$ cat config.mk
export PLATFORM = sky130hd
export DESIGN_NAME = mem_requester
export DESIGN_NICKNAME = d
export VERILOG_FILES = /design/src/rtl/mem_requester.sv
export SDC_FILE = /design/constraint.sdc
export NUM_CORES = 1
export LEC_CHECK = 0
export CAP_MARGIN = 25
export CORE_MARGIN = 2
export CORE_UTILIZATION = 40
export DETAILED_ROUTE_END_ITERATION = 7
export PLACE_DENSITY = 0.83
export SETUP_SLACK_MARGIN = 0.4
export SLEW_MARGIN = 40
export SYNTH_ARGS = -nofsm -noshare
export SYNTH_HDL_FRONTEND = slang
export SYNTH_SLANG_ARGS = --single-unit
$ cat constraint.sdc
create_clock -name clk -period 1.7 [get_ports clk]
set_input_delay 0.425 -clock clk [delete_from_list [all_inputs] [get_ports clk]]
set_output_delay 0.425 -clock clk [all_outputs]
set_load 0.02 [all_outputs]
$ cat src/rtl/mem_requester.sv
// rtl/mem_requester.sv - load/store sequencer for single-port memory controller (optional MEM_REQ_WRITE_VERIFY_EN)
module mem_requester #(
    parameter int ADDR_W = 4,
    parameter int DATA_W = 8,
    parameter int RD_LAT = 2
) (
    input  logic              clk,
    input  logic              rst,
    input  logic              req_valid,
    output logic              req_ready,
    input  logic              req_we,
    input  logic [ADDR_W-1:0] req_addr,
    input  logic [DATA_W-1:0] req_wdata,
    output logic              rsp_valid,
    input  logic              rsp_ready,
    output logic              rsp_we,
    output logic [DATA_W-1:0] rsp_rdata,
    output logic              rsp_err,
    output logic              mem_write,
    output logic              mem_read,
    output logic [ADDR_W-1:0] mem_addr,
    output logic [DATA_W-1:0] mem_writedata,
    input  logic [DATA_W-1:0] mem_data
);

    typedef enum logic [1:0] {IDLE, WRITE, READ, RESP} state_t;

    localparam logic [2:0] RD_LAST = 3'(RD_LAT);

    state_t     state;
    state_t     state_nxt;
    logic [2:0] rd_cnt;
    logic       lat_we;
    logic       accept;
    logic       rd_done;

    // mem_addr / mem_writedata double as the latched request address and data
    assign req_ready = rst && (state == IDLE);
    assign accept    = req_valid && req_ready;
    assign rd_done   = (state == READ) && (rd_cnt == RD_LAST);

    // next-state selection
    always_comb begin
        state_nxt = state;
        case (state)
            IDLE:  if (accept) state_nxt = req_we ? WRITE : READ;
`ifdef MEM_REQ_WRITE_VERIFY_EN
            WRITE: state_nxt = READ;
`else
            WRITE: state_nxt = RESP;
`endif
            READ:  if (rd_done) state_nxt = RESP;
            RESP:  if (rsp_ready) state_nxt = IDLE;
            default: state_nxt = IDLE;
        endcase
    end

    // state register
    always_ff @(posedge clk or negedge rst) begin
        if (!rst) state <= IDLE;
        else      state <= state_nxt;
    end

    // registered strobes, request latch, read counter and response fields
    always_ff @(posedge clk or negedge rst) begin
        if (!rst) begin
            mem_write     <= 1'b0;
            mem_read      <= 1'b0;
            mem_addr      <= '0;
            mem_writedata <= '0;
            rsp_valid     <= 1'b0;
            rsp_we        <= 1'b0;
            rsp_rdata     <= '0;
            rd_cnt        <= '0;
            lat_we        <= 1'b0;
        end else begin
            mem_write <= (state_nxt == WRITE);
            mem_read  <= (state_nxt == READ);
            rsp_valid <= (state_nxt == RESP);
            if (accept) begin
                lat_we   <= req_we;
                mem_addr <= req_addr;
                if (req_we) mem_writedata <= req_wdata;
            end
            // zero outside READ so every READ entry starts at 0; saturates at RD_LAST
            if (state != READ)        rd_cnt <= '0;
            else if (rd_cnt != RD_LAST) rd_cnt <= rd_cnt + 3'd1;
`ifndef MEM_REQ_WRITE_VERIFY_EN
            if (state == WRITE) begin
                rsp_we    <= 1'b1;
                rsp_rdata <= mem_writedata;
            end
`endif
            if (rd_done) begin
                rsp_we    <= lat_we;
                rsp_rdata <= mem_data;
            end
        end
    end

`ifdef MEM_REQ_WRITE_VERIFY_EN
    // read-back verify: flag a write whose read-back differs from the written data
    always_ff @(posedge clk or negedge rst) begin
        if (!rst)         rsp_err <= 1'b0;
        else if (rd_done) rsp_err <= lat_we && (mem_data != mem_writedata);
    end
`else
    assign rsp_err = 1'b0;
`endif

endmodule

==> out/qor.yml <==
via_per_inst: 5.00
fmax_ghz: 0.623
ys_seq_area_share_pct: 57.3
diodes: 0
cap_violations: 0
gr-usage-all-layers_pct: 21.6
period_share_pct: 94.4
rows: 20
final_util_pct: 76.3
grt_pass1_vias: 1186
synth_cell_types: 28
drive_above_1_share_pct: 49.7
fin_crit_ns: 1.61
finClkSkew_ns: 0.00634
die_h_um: 61.3
yosys_warnings: 0
cts.clk_slew.worst_paths_ns: 0.09
cellPowerDensity_nw_per_um2: 1770
worst_ep_arrival_time_ns: 1.82
synth_seq_cells: 30
r2r-start: "state[1]"
worstSetupPathType: "reg2reg"
worstPathMaxFanout: 11
vias: 1166
syn-instance-count: 101
dr.pass1.iters: 4
grt_pass1_wl_mm: 5.69
grt_max_degree: 32
gp_congestion: 0.704
area_growth_pct: 79.2
p_clk_share_pct: 12.6
fp.dieArea_um2: 3750
start_util_pct: 42.6
r2r_cells: 5
cts_buffer_depth: 2
wl_per_cell_um: 17.4
net-switching-power_mw: 1.49
stdcell_count: 233
whs_ns: 0.305
io_pins: 51
status: "completed"
final_cell_mix: "buf_6 (34), dfrtp_1 (29), buf_4 (25), clkdlybuf4s50_1 (22), mux2_4 (11)"
reg2reg_setup_slack_ns: 0.09
fin_nets: 215
cts-buffers-inserted: 5
cellInternalPower_mw: 2.67
antenna_found_initial: 0
drc: 0
setup_tns_ns: 0
placeableCoreArea_um2: 3080
die_w_um: 61.3
seq_power_share_pct: 30.6
r2r-end: "mem_writedata[4]"
cts_tree: "done"
critPathRequiredTime_ns: 1.92
switching_share_pct: 35.9
cts_htree_levels: 2
wl_met1_mm: 1.53
setup.worst_path.start_class: "register"
dpl.hpwl_mm: 2.22
finalWorstSetupSlack_ns: 0.0945
routed-wl-met3_um: 207
grt_overflow: 0
final_area_um2: 2350
placed_cell_area_um2: 1880
rsz0062_at_grt: "yes"
portBuffers: 49
drv_slew: 0
cp-end-kind: "register"
pre_cts_slack_ns: -0.444
routed.top_layer: "met4"
netlist_area_um2: 1310
peakVddDrop_mv: 0.928
ant_nets: 0
syn_avg_cell_area_um2: 13.0
final_hold_viol_count: 0
dp.cells: 196
pwr-share-comb_pct: 56.8
min-delay-path-class: "in2async"
clk_latency_ns: 0.33
layout_commonest_cell: "buf_6"
cts-root-buf: "clkbuf_4"
synth_fp_nets: 128
p_leak_nw: 1.20
wl_mm: 4.05
setup_viol: 0
wl_met2_mm: 2.23
clock-sinks: 30
drt_iter0_markers: 22
finalPower_mw: 4.16
==> flip-flops by register name, indices dropped and copies added (netlist names) <==
register / count
mem_addr: 4
state: 2
rsp_rdata: 8
rsp_we: 1
mem_write: 1
rsp_valid: 1
mem_writedata: 8
lat_we: 1
mem_read: 1
rd_cnt: 3
==> Yosys cell counts <==
master	instances	area, um^2
buf_6	2	22.5
nand2_1	2	7.51
a22o_1	8	70.1
or2b_1	1	7.51
or3_1	1	6.26
and2b_1	1	7.51
nor4bb_1	2	20.0
buf_4	2	15.0
mux2_4	7	105
o21ai_0	3	15.0
nor2b_1	1	6.26
a21oi_1	3	15.0
nor3_1	1	5.00
nand2b_1	1	6.26
nor2_1	6	22.5
a211oi_1	1	7.51
nor3b_1	2	15.0
xnor2_1	1	8.76
dfrtp_1	30	751
mux2_2	5	56.3
a21o_1	8	60.1
buf_2	2	10.0
inv_1	5	18.8
nand2_4	1	11.3
and3_1	1	6.26
conb_1	1	3.75
a31oi_1	1	6.26
ha_1	2	25.0
==> how the worst max path moves through the flow <==
stage | endpoint | from
after floorplan | mem_writedata[1] | state[1]
after global placement | req_ready | rst
after detailed placement | req_ready | rst
after CTS | req_ready | state[0]
after global routing | mem_writedata[6] | state[1]
final | mem_writedata[4] | state[1]
==> what timing repair did <==
action	in CTS	in global routing
resized for setup	169	12
hold buffers	0	0
pin swaps	5	3
gates cloned	0	1
endpoints found under the setup margin	51	50
buffers inserted	21	7
==> layout make-up <==
type | instances | area (um^2)
Multi-Input combinational cell | 60 | 587
Timing Repair Buffer | 86 | 858
Fill cell | 193 | 728
Inverter | 5 | 18.8
Tap cell | 44 | 55.1
Clock buffer | 8 | 78.8
Sequential cell | 30 | 752
==> logic make-up (layout without fill, tap and decap cells) <==
kind of cell             after synthesis  in the layout  synth area share, %
AO/OA/AOI/OAI                         24             24                 13.3
XOR/XNOR                               1              1                0.668
adder cells (fa/ha/maj)                2              2                 1.91
buffers and inverters                 11             99                 5.06
flip-flops                            30             30                 57.3
multiplexers                          12             12                 12.3
other                                  1              1                0.286
AND/OR/NAND/NOR                       20             20                 9.26
==> layer usage <==
layer	vias up	global-route usage (%)
met3	6	6.30
li1	528	-
met2	52	39.2
met1	580	23.8
met5	-	0
met4	0	8.07
==> power groups by stage <==
stage / Clock [mW] / Sequential, mW / Combinational [mW]
2_1_floorplan: 0 / 1.54 / 0.611
3_3_place_gp: 0 / 1.23 / 1.63
3_5_place_dp: 0 / 1.25 / 1.68
4_1_cts: 0.531 / 1.25 / 2.13
5_1_grt: 0.566 / 1.30 / 2.50
6_report: 0.524 / 1.28 / 2.36
==> critical path: stages, from the launching register on <==
cell	delay (ns)
dfrtp_1	0.42
buf_6	0.15
nor4bb_4	0.31
buf_6	0.19
nand2_8	0.10
mux2_4	0.32
Power figures use the tool's default switching activity.
